==> src/rtl/i2c_txn_arbiter.sv <==
// Two-requester arbiter in front of a single-transaction I2C master.
// A winner is picked in IDLE while the master reports ready. Its request
// fields are captured and the master is enabled until it reports busy.
// The block then waits for ready to return. If either wait runs past
// TIMEOUT cycles, the transaction is aborted and flagged with err.
//
// Ports
//   clk, rst                 clock; asynchronous active-low reset
//   req0/1, addr0/1,
//   rw0/1, wdata0/1          requester transaction requests (level, held until gnt)
//   gnt0/1                   one-cycle grant pulse, fields captured
//   done0/1, err, rdata      completion pulse, timeout flag, read byte
//   busy                     high whenever not IDLE
//   m_enable, m_addr, m_rw,
//   m_wdata                  command to the i2c master
//   m_ready, m_rdata         status and read data from the i2c master
module i2c_txn_arbiter #(
  parameter int unsigned TIMEOUT = 1023,
  parameter int unsigned TW      = 10
) (
  input  logic       clk,
  input  logic       rst,
  input  logic       req0,
  input  logic       req1,
  input  logic [6:0] addr0,
  input  logic [6:0] addr1,
  input  logic       rw0,
  input  logic       rw1,
  input  logic [7:0] wdata0,
  input  logic [7:0] wdata1,
  output logic       gnt0,
  output logic       gnt1,
  output logic       done0,
  output logic       done1,
  output logic       err,
  output logic [7:0] rdata,
  output logic       busy,
  output logic       m_enable,
  output logic [6:0] m_addr,
  output logic       m_rw,
  output logic [7:0] m_wdata,
  input  logic       m_ready,
  input  logic [7:0] m_rdata
);

  localparam int unsigned AW = 7;
  localparam int unsigned DW = 8;
  localparam logic [TW-1:0] TO_CNT = TW'(TIMEOUT);

  typedef enum logic [2:0] {
    S_IDLE,
    S_LAUNCH,
    S_BUSY,
    S_DONE,
    S_ABORT
  } state_t;

  state_t        state, state_nxt;
  logic [TW-1:0] cnt, cnt_nxt;
  logic          last, last_nxt;    // requester served most recently
  logic          owner, owner_nxt;  // requester of the transaction in flight
  logic          win1, abort, finish;

  logic          gnt0_nxt, gnt1_nxt, done0_nxt, done1_nxt, err_nxt, busy_nxt;
  logic          m_enable_nxt, m_rw_nxt;
  logic [AW-1:0] m_addr_nxt;
  logic [DW-1:0] m_wdata_nxt, rdata_nxt;

  // Next-state and next-output logic
  always_comb begin
    state_nxt    = state;
    cnt_nxt      = cnt;
    last_nxt     = last;
    owner_nxt    = owner;
    m_enable_nxt = m_enable;
    m_addr_nxt   = m_addr;
    m_rw_nxt     = m_rw;
    m_wdata_nxt  = m_wdata;
    rdata_nxt    = rdata;
    gnt0_nxt     = 1'b0;
    gnt1_nxt     = 1'b0;
    done0_nxt    = 1'b0;
    done1_nxt    = 1'b0;
    err_nxt      = 1'b0;
    win1         = 1'b0;
    abort        = 1'b0;
    finish       = 1'b0;

    unique case (state)
      S_IDLE: begin
        if ((req0 || req1) && m_ready) begin
          // On a tie the requester not served last wins
          win1         = req1 && (!req0 || !last);
          owner_nxt    = win1;
          last_nxt     = win1;
          gnt0_nxt     = !win1;
          gnt1_nxt     = win1;
          m_addr_nxt   = win1 ? addr1 : addr0;
          m_rw_nxt     = win1 ? rw1 : rw0;
          m_wdata_nxt  = win1 ? wdata1 : wdata0;
          m_enable_nxt = 1'b1;
          cnt_nxt      = '0;
          state_nxt    = S_LAUNCH;
        end
      end
      S_LAUNCH: begin
        if (!m_ready) begin
          m_enable_nxt = 1'b0;
          cnt_nxt      = '0;
          state_nxt    = S_BUSY;
        end else if (cnt == TO_CNT) begin
          abort = 1'b1;
        end else begin
          cnt_nxt = cnt + TW'(1);
        end
      end
      S_BUSY: begin
        if (m_ready) begin
          if (m_rw) rdata_nxt = m_rdata;
          finish    = 1'b1;
          state_nxt = S_DONE;
        end else if (cnt == TO_CNT) begin
          abort = 1'b1;
        end else begin
          cnt_nxt = cnt + TW'(1);
        end
      end
      S_DONE, S_ABORT: state_nxt = S_IDLE;
      default:         state_nxt = S_IDLE;
    endcase

    // The exit condition is tested first above, so it beats a timeout on the same cycle
    if (abort) begin
      state_nxt    = S_ABORT;
      m_enable_nxt = 1'b0;
      rdata_nxt    = '0;
      err_nxt      = 1'b1;
      finish       = 1'b1;
    end
    if (finish) begin
      done0_nxt = !owner;
      done1_nxt = owner;
    end
    busy_nxt = (state_nxt != S_IDLE);
  end

  // State and registered outputs
  always_ff @(posedge clk or negedge rst) begin
    if (!rst) begin
      state    <= S_IDLE;
      cnt      <= '0;
      last     <= 1'b1;
      owner    <= 1'b0;
      gnt0     <= 1'b0;
      gnt1     <= 1'b0;
      done0    <= 1'b0;
      done1    <= 1'b0;
      err      <= 1'b0;
      busy     <= 1'b0;
      rdata    <= '0;
      m_enable <= 1'b0;
      m_addr   <= '0;
      m_rw     <= 1'b0;
      m_wdata  <= '0;
    end else begin
      state    <= state_nxt;
      cnt      <= cnt_nxt;
      last     <= last_nxt;
      owner    <= owner_nxt;
      gnt0     <= gnt0_nxt;
      gnt1     <= gnt1_nxt;
      done0    <= done0_nxt;
      done1    <= done1_nxt;
      err      <= err_nxt;
      busy     <= busy_nxt;
      rdata    <= rdata_nxt;
      m_enable <= m_enable_nxt;
      m_addr   <= m_addr_nxt;
      m_rw     <= m_rw_nxt;
      m_wdata  <= m_wdata_nxt;
    end
  end

endmodule

==> config.mk <==
export PLATFORM = sky130hd
export DESIGN_NAME = i2c_txn_arbiter
export DESIGN_NICKNAME = d
export VERILOG_FILES = /design/src/rtl/i2c_txn_arbiter.sv
export SDC_FILE = /design/constraint.sdc
export NUM_CORES = 1
export LEC_CHECK = 0
export CORE_ASPECT_RATIO = 2
export CORE_MARGIN = 2
export CORE_UTILIZATION = 45
export CTS_CLUSTER_DIAMETER = 100
export DETAILED_ROUTE_END_ITERATION = 10
export GPL_ROUTABILITY_DRIVEN = 0
export PLACE_DENSITY = 0.78
export SLEW_MARGIN = 20
export SYNTH_ARGS = -nofsm -noshare
export SYNTH_HDL_FRONTEND = slang
export SYNTH_SLANG_ARGS = --single-unit
==> constraint.sdc <==
create_clock -name clk -period 2.4 [get_ports clk]
set_clock_uncertainty 0.05 [all_clocks]
set_input_delay 0.48 -clock clk [delete_from_list [all_inputs] [get_ports clk]]
set_output_delay 0.48 -clock clk [all_outputs]
set_load 0.02 [all_outputs]
# Word-level counts from Yosys, hierarchy flattened
# Index checks and enable logic that the tools add are counted.
# totals
reg_bits	46
latch_bits	0
ram_bits	0
mem_bits_ro	0
inputBits	45
out_inout_bits	31
wordCells	77
memories	0
# classes
n_addsub	1
mul	0
div_mod_pow	0
n_lt_le_gt_ge	0
n_eq_ne	7
shift	0
mux	35
bitwise_logic	0
reduce_logical	19
# op_table
operator	count
$mux 10	4
$mux 8	5
$pmux 10 s3	1
$mux 1	17
$mux 3	4
$add 10x1->10 const B	1
$eq 10x10->1 const B	1
$pmux 3 s3	1
$reduce_and 3->1	3
$reduce_bool 3->1	3
$mux 7	1
$ne 3x3->1 const B	2
$reduce_bool 2->1	3
$logic_not 1->1	4
$ne 2x2->1 const B	2
$pmux 1 s2	2
$eq 3x1->1 const B	1
$eq 3x2->1 const B	1
$logic_not 3->1	1
$logic_and 1x1->1	2
$logic_or 1x1->1	2
$reduce_and 2->1	1

# Logic depth before layout (Yosys ltp)
# logic_depth
depth_word	6
mapped_depth	7
mapped_depth_nobuf	5

# Worst setup path before layout
# OpenSTA, ideal clock, no wires.
# synth_timing
path_kind	register to register
from	reg state[2]
to	reg m_addr[0]
setup_time_ns	0.126
arrival_ns	1.741
t_required_ns	2.224
slack_ns	0.483
path_stages_with_launch	8
n_path_buf	3
period_less_slack_ns	1.917
cell_sequence	dfrtp_1 buf_6 nand2b_4 or4_4 buf_6 buf_8 and2_0 a221o_1
# synth_via
elab_chain_len	2
# synth_lines
element	line_no	source
start, declared	58	state_t state, state_nxt;
start signal, assigned	166	state <= state_nxt;
$logic_not 3->1	89	unique case (state)
$reduce_and 2->1 (no source line)	n/a	
end signal, assigned	178	m_addr <= m_addr_nxt;
end, declared	39	output logic [6:0] m_addr,
# No other way between the ends.
# A chain may end at the register's enable or synchronous reset.

# Final worst setup path
# layout_timing
from	in m_ready
to	reg m_wdata[2]
# layout_via
elab_chain_len	2
# layout_lines
element	line_no	source
start, declared	42	input logic m_ready,
$logic_and 1x1->1	91	if ((req0 || req1) && m_ready) begin
$reduce_and 2->1 (no source line)	n/a	
end signal, assigned	180	m_wdata <= m_wdata_nxt;
end, declared	41	output logic [7:0] m_wdata,
# No other way between the ends.

==> summary.txt <==
Status
  – Status: complete, no violations

Synthesis
  – Asr flop ratio synth: 100%
  – Post-Synthesis Cells: 190
  – Syn Std Cell Area: about 2200 um2
  – Sequential fraction of the synthesis area: a little over half
  – Post-synth EDFFs: 0
  – Synth warn: 0
  – Avg Cell Area, Syn: 11.5 um2
  – Synth Flop Type: dfrtp_1
  – Post-Syn Nets: about 240
  – Flops & latches, synth: between 40 and 50
  – Number of distinct library cells after synthesis: 47

STA
  – RSZ-0062 raised after global routing: no
  – Fin crit period: about 2200 ps
  – Fmax: approximately 460 MHz
  – Worst setup margin: 216 ps
  – Final hold viol count: 0
  – Final setup violation count: 0
  – Tcrit/Tclk final: between 90% and 100%
  – Slew @ Worst Pin: 623 ps
  – Final Max Tran Viols: 0
  – Slew margin rel.: roughly three fifths
  – Setup Total Neg Slack: 0 ps

Placement
  – I/O Buffers: 75
  – Dpl hpwl: 4070 um
  – Pre-CTS setup slack: -326 ps

Clock tree
  – Clock-pin slew on the worst setup and hold paths: 90 ps
  – CTS Buffer Depth: 2
  – CTS tree: built
  – Clock Sinks: 46
  – Post-CTS sizing: 0
  – Post-CTS Hold Buffers: 0
  – H-tree Lvls: 2
  – Worst-Skew Late Latency: approximately 300 ps
  – Setup bufs post-CTS: 0
  – Clock buffer count from CTS: 5
  – Root Buffer: clkbuf_8

Finish
  – Commonest non-fill, non-tap cells in the layout: 74 x clkdlybuf4s50_1, 45 x dfrtp_1, 18 x nor2_1
  – Final net count: around 320
  – Most common cell after layout, fill and taps aside: clkdlybuf4s50_1
  – Share of cells above drive strength 1: between 10% and 20%
  – N_diodes: 0
  – Area grow syn2layout: 47.1%
  – FILL cells: around 380
  – Util after Layout: approximately 69%

Critical path
  – CP Data Arrival Time: 2310 ps
  – Slowest-stage cell, CP: clkdlybuf4s50_1
  – Largest stage delay on the critical path: ~630 ps
  – CP startpoint kind: primary input
  – CP max FO: 18
  – Kind of critical path: in -> reg
  – Worst R2R Start: state[2]
  – CP required: 2530 ps
  – Reg2reg setup slack: 400 ps
  – Critical Path Sink Type: flop
  – Worst-case reg-to-reg path depth: 4
  – Worst r2r dst: m_wdata[2]
  – Cell chain of the critical path: clkdlybuf4s50_1 -> nand2b_4 -> or4_4 -> and2_2 -> a221o_1

Global routing
  – Number of global-route vias before repair: approximately 1900
  – Gr ovfl total: 0
  – Tot GR Track Use: roughly 23%
  – Largest net degree at the start of global routing: 47
  – First-pass GRT wire length: roughly 9000 um
  – Initial antenna violation count: 0

Power and ir drop
  – Worst IR Drop VDD: 0.698 mV
  – Power, Total: 3.17 mW
  – Leakage: between 1 and 1.5 nW
  – PD cells: ~1000 nW/um2

Floorplan
  – I/O Pins: 76
  – Die width: ~53 um
  – Initial Util: 47.0%
  – Core ar.: approximately 4600 um2
  – Die Height: 102 um
  – Die area: between 5000 and 6000 um2
  – Row count: 35

Routing
  – Vias/cell: 5.61
  – Routed WL: roughly 5500 um
  – Initial DRC Count: 39
  – DRT Pass-1 Iters: 4
  – WL/cell: 16.5 um
  – Final ANT Viol Nets: 0
  – DR vias: ~1900
  – DRC: 0

Min path
  – Hold Crit Class: in -> async

Job
  – Max-cap viol count: 0
-- worst max-delay path by stage --
stage          startpoint          to
2_1_floorplan    state[2]   m_addr[0]
3_3_place_gp      m_ready      cnt[4]
3_5_place_dp      m_ready      cnt[7]
4_1_cts           m_ready      cnt[7]
5_1_grt           m_ready      cnt[7]
6_report          m_ready  m_wdata[2]
-- cell usage after synthesis, types with 3 or more instances --
| library cell | instances | area, um2 |
|---|---|---|
| nand2_1 | 3 | 11.3 |
| o21ai_0 | 6 | 30.0 |
| dfrtp_1 | 45 | 1130 |
| and2_2 | 7 | 52.6 |
| and2_0 | 8 | 50.1 |
| nand3_1 | 6 | 30.0 |
| buf_4 | 3 | 22.5 |
| a221o_1 | 16 | 160 |
| mux2i_1 | 10 | 100 |
| or4_1 | 3 | 22.5 |
| buf_6 | 3 | 33.8 |
| nor2_1 | 18 | 67.6 |
| a21oi_1 | 11 | 55.1 |
| or3_1 | 3 | 18.8 |
| o31ai_1 | 5 | 37.5 |
-- cells by family (layout without fill, tap and decap cells) --
group,count (synthesis),in the layout,synth area share [%]
AND/OR/NAND/NOR,68,68,18.8
AO/OA/AOI/OAI,52,52,18.7
flip-flops,46,46,52.9
buffers and inverters,13,101,4.42
multiplexers,10,10,4.59
adder cells (fa/ha/maj),1,1,0.574
-- critical path: cells and delay by family --
family / cells / cell delay (ps)
AND/OR/NAND/NOR: 3 / 930
buffers and inverters: 1 / 630
AO/OA/AOI/OAI: 1 / 270
-- area by class of cell --
cell class	instances	area (um2)	area share, %
timing repair buffer	91	916	28.6
sequential	46	1150	35.9
clock inverter	2	37.5	1.17
clock buffer	6	72.6	2.26
inverter	2	7.51	0.234
tap	55	68.8	2.15
multi-input combinational	131	951	29.7
-- state kept, by name, summed over array words and instances, names as in the netlist, 3 cells and up --
register / count
cnt: 10
m_wdata: 8
rdata: 8
m_addr: 7
state: 3
-- routing by layer --
layer / routed length [um] / global-route usage, % / vias up
li1: - / - / 882
met1: 2020 / 25.8 / 923
met2: 3180 / 40.4 / 57
met3: 208 / 4.82 / 7
met4: 78 / 7.69 / 0
met5: 0 / 0 / -
-- report_power, final --
part | leakage [nW] | switching, mW | internal [mW]
combinational | 0.737 | 0.678 | 0.742
clock | 0.0514 | 0.263 | 0.311
sequential | 0.584 | 0.148 | 1.03
-- per-stage QoR --
stage / instances / cell area [um2] / hold slack [ps]
after floorplan: 190 / 2180 / 134
after global placement: 325 / 3080 / 393
after detailed placement: 325 / 3080 / 411
after CTS: 333 / 3190 / 97.1
after global routing: 333 / 3210 / 114
final: 333 / 3210 / 95.2
(Power assumes the default switching activity.)
